`src/rtl/mem_arb_pkg.sv`:
```
// Shared encodings and default widths for the memory read arbiter.
// Holds FSM states (one-hot), owner codes and width defaults.
package mem_arb_pkg;

  localparam int ADDR_W_DEF = 32;
  localparam int DATA_W_DEF = 32;
  localparam int BEAT_W_DEF = 4;

  typedef enum logic [2:0] {
    ST_IDLE = 3'b001,
    ST_REQ  = 3'b010,
    ST_RSP  = 3'b100
  } arb_state_e;

  localparam logic OWN_IC = 1'b0;
  localparam logic OWN_DC = 1'b1;

endpackage

```
`src/rtl/mem_rd_arbiter_arb2_grant.sv`:
```
// arb2_grant: two-input grant logic (I-cache / D-cache).
// Ports: i_req_ic, i_req_dc, i_last_owner -> o_gnt_ic, o_gnt_dc.
// Build option: ARB_ROUND_ROBIN_EN selects round-robin on contention,
// otherwise the D-cache always wins a tie.
module arb2_grant
  import mem_arb_pkg::*;
(
  input  logic i_req_ic,
  input  logic i_req_dc,
  input  logic i_last_owner,
  output logic o_gnt_ic,
  output logic o_gnt_dc
);

`ifdef ARB_ROUND_ROBIN_EN
  // On a tie, hand the grant to whoever did not own the last burst.
  assign o_gnt_dc = i_req_dc &
                    (~i_req_ic | (i_last_owner == OWN_IC));
  assign o_gnt_ic = i_req_ic &
                    (~i_req_dc | (i_last_owner == OWN_DC));
`else
  logic w_unused_last;

  assign w_unused_last = i_last_owner;
  assign o_gnt_dc      = i_req_dc;
  assign o_gnt_ic      = i_req_ic & ~i_req_dc;
`endif

endmodule

```
`src/rtl/mem_rd_arbiter.sv`:
```
// mem_rd_arbiter: routes I-cache and D-cache burst reads onto one
// memory read channel, one transaction outstanding at a time.
// Ports: ic_rd_req/rsp_*, dc_rd_req/rsp_* (masters), mem_rd_req/rsp_*
// (memory), arb_busy, beat_cnt. Synchronous active-high rst.
// Build option: ARB_ROUND_ROBIN_EN (round-robin on simultaneous
// requests; default is fixed D-cache priority).
module mem_rd_arbiter
  import mem_arb_pkg::*;
#(
  parameter int ADDR_WIDTH     = ADDR_W_DEF,
  parameter int DATA_WIDTH     = DATA_W_DEF,
  parameter int BEAT_CNT_WIDTH = BEAT_W_DEF
) (
  input  logic                      clk,
  input  logic                      rst,

  input  logic                      ic_rd_req_valid,
  input  logic [ADDR_WIDTH-1:0]     ic_rd_req_addr,
  output logic                      ic_rd_req_ready,
  output logic                      ic_rd_rsp_valid,
  output logic [DATA_WIDTH-1:0]     ic_rd_rsp_data,
  output logic                      ic_rd_rsp_last,
  input  logic                      ic_rd_rsp_ready,

  input  logic                      dc_rd_req_valid,
  input  logic [ADDR_WIDTH-1:0]     dc_rd_req_addr,
  output logic                      dc_rd_req_ready,
  output logic                      dc_rd_rsp_valid,
  output logic [DATA_WIDTH-1:0]     dc_rd_rsp_data,
  output logic                      dc_rd_rsp_last,
  input  logic                      dc_rd_rsp_ready,

  output logic                      mem_rd_req_valid,
  output logic [ADDR_WIDTH-1:0]     mem_rd_req_addr,
  input  logic                      mem_rd_req_ready,
  input  logic                      mem_rd_rsp_valid,
  input  logic [DATA_WIDTH-1:0]     mem_rd_rsp_data,
  input  logic                      mem_rd_rsp_last,
  output logic                      mem_rd_rsp_ready,

  output logic                      arb_busy,
  output logic [BEAT_CNT_WIDTH-1:0] beat_cnt
);

  arb_state_e                r_state;
  logic                      r_owner;
  logic                      r_last_owner;
  logic [ADDR_WIDTH-1:0]     r_addr;
  logic [BEAT_CNT_WIDTH-1:0] r_beat_cnt;

  logic w_idle;
  logic w_req;
  logic w_rsp;
  logic w_gnt_ic;
  logic w_gnt_dc;
  logic w_own_ic;
  logic w_own_dc;
  logic w_beat_hs;

  // Handshake outputs are masked by rst so they are low during the
  // reset cycle even before the state register has been cleared.
  assign w_idle = (r_state == ST_IDLE) & ~rst;
  assign w_req  = (r_state == ST_REQ) & ~rst;
  assign w_rsp  = (r_state == ST_RSP) & ~rst;

  arb2_grant u_grant (
    .i_req_ic     (ic_rd_req_valid),
    .i_req_dc     (dc_rd_req_valid),
    .i_last_owner (r_last_owner),
    .o_gnt_ic     (w_gnt_ic),
    .o_gnt_dc     (w_gnt_dc)
  );

  assign ic_rd_req_ready = w_idle & w_gnt_ic;
  assign dc_rd_req_ready = w_idle & w_gnt_dc;

  assign mem_rd_req_valid = w_req;
  assign mem_rd_req_addr  = r_addr;

  assign w_own_ic = w_rsp & (r_owner == OWN_IC);
  assign w_own_dc = w_rsp & (r_owner == OWN_DC);

  assign ic_rd_rsp_valid = w_own_ic & mem_rd_rsp_valid;
  assign ic_rd_rsp_data  = w_own_ic ? mem_rd_rsp_data : '0;
  assign ic_rd_rsp_last  = w_own_ic & mem_rd_rsp_last;

  assign dc_rd_rsp_valid = w_own_dc & mem_rd_rsp_valid;
  assign dc_rd_rsp_data  = w_own_dc ? mem_rd_rsp_data : '0;
  assign dc_rd_rsp_last  = w_own_dc & mem_rd_rsp_last;

  assign mem_rd_rsp_ready = (w_own_ic & ic_rd_rsp_ready) |
                            (w_own_dc & dc_rd_rsp_ready);

  assign w_beat_hs = mem_rd_rsp_valid & mem_rd_rsp_ready;

  assign arb_busy = (r_state != ST_IDLE);
  assign beat_cnt = r_beat_cnt;

  always_ff @(posedge clk) begin
    if (rst) begin
      r_state      <= ST_IDLE;
      r_owner      <= OWN_DC;
      r_last_owner <= OWN_DC;
      r_addr       <= '0;
      r_beat_cnt   <= '0;
    end else begin
      unique case (r_state)
        ST_IDLE: begin
          if (w_gnt_dc | w_gnt_ic) begin
            r_addr     <= w_gnt_dc ? dc_rd_req_addr
                                   : ic_rd_req_addr;
            r_owner    <= w_gnt_dc ? OWN_DC : OWN_IC;
            r_beat_cnt <= '0;
            r_state    <= ST_REQ;
          end
        end
        ST_REQ: begin
          if (mem_rd_req_ready) begin
            r_state <= ST_RSP;
          end
        end
        ST_RSP: begin
          if (w_beat_hs) begin
            if (r_beat_cnt != '1) begin
              r_beat_cnt <= r_beat_cnt + BEAT_CNT_WIDTH'(1);
            end
            if (mem_rd_rsp_last) begin
              r_last_owner <= r_owner;
              r_state      <= ST_IDLE;
            end
          end
        end
        default: r_state <= ST_IDLE;
      endcase
    end
  end

endmodule

```
`config.mk`:
```
export PLATFORM = sky130hd
export DESIGN_NAME = mem_rd_arbiter
export DESIGN_NICKNAME = d
export VERILOG_FILES = /design/src/rtl/mem_arb_pkg.sv /design/src/rtl/mem_rd_arbiter_arb2_grant.sv /design/src/rtl/mem_rd_arbiter.sv
export SDC_FILE = /design/constraint.sdc
export NUM_CORES = 1
export LEC_CHECK = 0
export CAP_MARGIN = 10
export CORE_UTILIZATION = 30
export CTS_BUF_LIST = sky130_fd_sc_hd__clkbuf_8
export DETAILED_ROUTE_END_ITERATION = 10
export GPL_ROUTABILITY_DRIVEN = 0
export PLACE_DENSITY = 0.79
export REMOVE_ABC_BUFFERS = 1
export SYNTH_ARGS = -nofsm -noshare
export SYNTH_HDL_FRONTEND = slang
export SYNTH_SLANG_ARGS = --single-unit
```
`constraint.sdc`:
```
create_clock -name clk -period 2.01 [get_ports clk]
set_clock_uncertainty 0.2 [all_clocks]
set_input_delay 0.402 -clock clk [delete_from_list [all_inputs] [get_ports clk]]
set_output_delay 0.402 -clock clk [all_outputs]
set_load 0.02 [all_outputs]
```
; ---- Word-level counts from Yosys, hierarchy flattened
; Index checks and enable logic that the tools add are counted.
[word_totals]
register_bits = 40
output_inout_bits = 109
word_cells = 52
[classes]
n_eq_ne = 10
n_reduce_logical = 4
mux = 13
addsub = 1
n_bitwise = 20
[ops]
columns = op, n
row1 = $mux 32, 3
row2 = $and 1x1->1, 15
row3 = $mux 3, 4
row4 = $mux 4, 3
row5 = $pmux 3 s3, 1
row6 = $pmux 4 s2, 1
row7 = $reduce_and 4->1, 2
row8 = $ne 2x2->1 const B, 3
row9 = $add 4x1->4 const B, 1
row10 = $ne 2x1->1 const B, 2
row11 = $ne 4x4->1 const B, 1
row12 = $eq 3x1->1 const B, 1
row13 = $eq 3x2->1 const B, 1
row14 = $eq 3x3->1 const B, 1
row15 = $ne 3x1->1 const B, 1
row16 = $not 1->1, 3
row17 = $or 1x1->1, 2
row18 = $reduce_and 2->1, 1
row19 = $reduce_bool 2->1, 1
row20 = $mux 1, 1

; ---- Longest topological paths before layout
[depth]
depth_word = 8
mapped_depth = 7
mapped_depth_nobuf = 5

; ---- Cells and area by module
; From an unflattened synthesis, not the netlist that was laid out.
[unflattened]
cells_unflattened = 290
hier_area_um2 = 2433.6
[by_module_without_submodules]
columns = mod, cells_per_inst, seq_area_each_um2, n_inst, area_per_inst_um2
row1 = mem_rd_arbiter, 288, 820.8, 1, 2412.3
row2 = arb2_grant, 2, 0.0, 1, 21.3

; ---- Worst setup path after synthesis
; No wires, ideal clock.
[synth_path]
kind = flip-flop to output port
startpoint = reg r_state[0]
endpoint = out ic_rd_req_ready
slack_ns = -0.325
arrival_time_ns = 1.733
path_stages_with_launch = 5
path_cell_list = dfxtp_1 buf_4 or3b_1 buf_2 nor4b_1
[synth_via]
elab_chain_len = 3
[synth_lines]
columns = element, line_no
row1 = start: declaration, mem_rd_arbiter.sv:45  ; arb_state_e r_state;
row2 = start signal: assignment, mem_rd_arbiter.sv:101  ; r_state <= ST_IDLE;
row3 = start signal: assignment, mem_rd_arbiter.sv:114  ; r_state <= ST_REQ;
row4 = start signal: assignment, mem_rd_arbiter.sv:119  ; r_state <= ST_RSP;
row5 = $eq 3x1->1, mem_rd_arbiter.sv:62  ; assign w_idle = (r_state == ST_IDLE) & ~rst;
row6 = $and 1x1->1, mem_rd_arbiter.sv:62
row7 = $and 1x1->1, mem_rd_arbiter.sv:74  ; assign ic_rd_req_ready = w_idle & w_gnt_ic;
row8 = end: declaration, mem_rd_arbiter.sv:19  ; output logic ic_rd_req_ready,
; No other way between the ends.

; ---- Worst setup path after layout
[layout_path]
startpoint = reg r_state[0]
endpoint = out dc_rd_rsp_data[18]
[layout_via]
elab_chain_len = 4
[layout_lines]
columns = element, line_no
row1 = $eq 3x3->1, -
row2 = $and 1x1->1, mem_rd_arbiter.sv:64  ; assign w_rsp = (r_state == ST_RSP) & ~rst;
row3 = $and 1x1->1, mem_rd_arbiter.sv:81  ; assign w_own_dc = w_rsp & (r_owner == OWN_DC);
row4 = $mux 32, mem_rd_arbiter.sv:88  ; assign dc_rd_rsp_data = w_own_dc ? mem_rd_rsp_data : '0;
row5 = end: declaration, mem_rd_arbiter.sv:29  ; output logic [DATA_WIDTH-1:0] dc_rd_rsp_data,
; No other way between the ends.

==> impl_results.md <==
* Status: complete, but fails checks
* Failing checks: setup timing
* CP bufs+invs at 4
* Layout cell share with drive strength beyond 1 at between 30% and 40%
* Final Max Tran Viols at 0
* CP arrival at approximately 1.9 ns
* Final WL at approximately 9600 µm
* Post-DP Area at ~4900 µm²
* ANT nets after route at 0
* Worst-path clk slew at roughly 0.090 ns
* Core Area at between 8000 and 9000 µm²
* Worst hold stages at 2
* Critical R2R Capture: r_state[2]
* Setup TNS at -21.46 ns
* Vias in the first global route at around 2.9k
* FF-to-FF path depth at 5
* Initial DRC count at 76
* Worst slack, placed at -0.5031 ns
* WL/cell at 15.52 µm
* Maximum VDD drop at around 0.00031 V
* Most used cell, CP: buf_6
* Die span in y at ~95 µm
* Synth top area share at 31.01%
* Relative slew slack at ~63%
* Layout area overhead at 107.3%
* Worst Path Max Fanout at 5
* Area of the mapped netlist at around 2600 µm²
* Total CTS buffers at 5
* Clk sink count at 40
* Synth async-reset ratio at 0%
* Tcrit/Tclk final at 121.9%
* Vias per inst at ~4.8
* Cells after Synth at 282
* Hpwl dp at between 7000 and 8000 µm
* Hold Fails Final Rpt at 0
* H-tree levels at 2
* Req. time, crit path at around 1.4 ns
* Num rows at 33
* Clock Latency Late Sink at about 0.29 ns
* Final Cell Area at 5353 µm²
* Count leader, synth: dfxtp_1
* Crit Path Class: reg2out
* Reg-to-Reg Start: r_owner
* Post-synth top cells: dfxtp_1, nor2_1, and3_1
* Largest cells by area after synthesis: dfxtp_1, a211oi_2, mux2i_1
* F_max at roughly 400 MHz
* Pwr dens at 510.3 nW/µm²
* Post-synth top area cell: dfxtp_1
* CP endpoint kind: output pin
* Register area share after synthesis at 31.01%
* Net total in the final layout at 620
* Avg Inst Size Synth at approximately 9 µm²
* CP startpoint: r_state[0]
* Final min period at around 2.5 ns
* Residual DRC count at 0
* Maximum clock path buffer count at 2
* Worst-Margin Slew at between 0.5 and 0.6 ns
* First-pass GRT wire length at roughly 13000 µm
* Hold Startpoint: mem_rd_req_addr[22]
* WHS Endpoint: mem_rd_req_addr[22]
* Total GRT Usage at between 10% and 20%
* Yosys cell types at 40
* CTS tree: done
* Largest incremental delay on the critical path at ~0.43 ns
* Die area at roughly 9000 µm²
* Fin worst setup slack at -0.4411 ns
* # IOs at around 210
* Router iterations before antenna repair at 4
* FF-to-FF setup slack at 0.01 ns
* PortBufs at about 210
* Number of synthesized flops with an enable pin at 0
* Main synth FF type: dfxtp_1
* DR vias at between 3k and 4k
* Total Power at 0.002731 W
* Die X at 94.78 µm
* WP depth at 7
* Cell leakage power at between 2 and 2.5 nW
* Final setup viols at 72
* Tightest Hold Check Type: reg2reg
* RSZ-0062 raised after global routing: true
* Slowest-stage cell, CP: or3b_4
* Crit-path cells: or3b_4 -> nor2_4 -> buf_6 -> buf_8 -> buf_6 -> and3_4 -> buf_6
* Pin count of the biggest net entering global routing at 38
* Yosys reg bits at 40
* Cell family with most CP delay: simple AND/OR/NAND/NOR gates
* Starting Density at between 30% and 40%
* CP Launch Type: register
* Root Driver: clkbuf_8
* Grt total ovfl at 0
* Initial antenna violation count at 1
* Ys Warns at 0
* Maxcap violations at 0
* Hold slack final at around 0.3 ns
-- state kept, by name, indices dropped and copies added (netlist names) --
| signal | cells |
|---|---|
| mem_rd_req_addr | 32 |
| beat_cnt | 4 |
| r_state | 3 |
| r_owner | 1 |
-- through the flow --
step	utilization [%]	cells
3_5_place_dp	59.56	601
2_1_floorplan	-	254
3_3_place_gp	59.56	601
4_1_cts	61.70	610
5_1_grt	64.79	620
6_report	64.82	621
-- worst reg2reg max path, cell delays in order, from the launching register on --
cell	delay [ns]
dfxtp_1	0.48
mux2i_1	0.40
buf_4	0.20
nor2_1	0.04
a311o_1	0.34
a211oi_1	0.24
-- kinds of logic after synthesis --
logic type      share of synthesized area, %
fa+ha+maj                             0.4844
flops                                  31.01
compound gates                         18.12
buf+inv                                6.492
mux                                    13.18
simple gates                           30.72
-- power by group --
group	internal (W)	total [W]	switching, W
sequential	0.000894	0.000947	0.0000533
combinational	0.000596	0.00111	0.000518
clock	0.000374	0.000670	0.000295
-- layout make-up --
cell class                 count  area, µm²
timing repair buffer         253       2560
fill                         679       2905
inverter                       2      7.507
multi-input combinational    212       1732
tap                          105      131.4
sequential                    40      804.5
antenna                        1      2.502
clock buffer                   5      68.82
clock inverter                 3      46.29
-- timing repair --
item                                    CTS  global route
gates resized for setup                 310           147
hold buffers                              0             0
setup buffers                             1             5
pin swaps                                 2             4
cloned                                    0             5
endpoints found under the setup margin   74           106
-- per-layer routing --
layer	up-vias	routed length (µm)	track usage (%)
li1	1473	-	-
met3	6	909	5.636
met4	0	88	4.924
met1	1384	3344	18.58
met2	139	5295	38.31
met5	-	0	0
-- layout by cell type (no fill, tap or decap), types with 2 or more instances in the layout --
| cell type | Yosys | final |
|---|---|---|
| a211oi_2 | 28 | 29 |
| a211oi_1 | 6 | 5 |
| nand2b_1 | 5 | 5 |
| buf_4 | 4 | 34 |
| clkbuf_8 | 0 | 5 |
| nand2_1 | 2 | 2 |
| buf_6 | 3 | 63 |
| clkdlybuf4s50_1 | 0 | 137 |
| nor4_1 | 2 | 2 |
| inv_1 | 2 | 2 |
| mux2i_1 | 34 | 34 |
| buf_2 | 9 | 9 |
| dfxtp_1 | 40 | 37 |
| and3_4 | 0 | 14 |
| and2_1 | 34 | 27 |
| buf_12 | 0 | 3 |
| or3b_4 | 0 | 2 |
| nor2_1 | 37 | 37 |
| nor3_1 | 2 | 2 |
| and2_4 | 0 | 7 |
| dfxtp_2 | 0 | 3 |
| nor3_4 | 2 | 2 |
| and3_1 | 36 | 22 |
| clkbuf_16 | 0 | 3 |
-- worst max path at each step --
stage	endpoint
3_3_place_gp	mem_rd_rsp_ready
4_1_cts	ic_rd_rsp_data[25]
2_1_floorplan	ic_rd_req_ready
5_1_grt	dc_rd_rsp_data[18]
3_5_place_dp	ic_rd_rsp_data[20]
6_report	dc_rd_rsp_data[18]
Note: power is estimated with default switching activity, not from simulation.
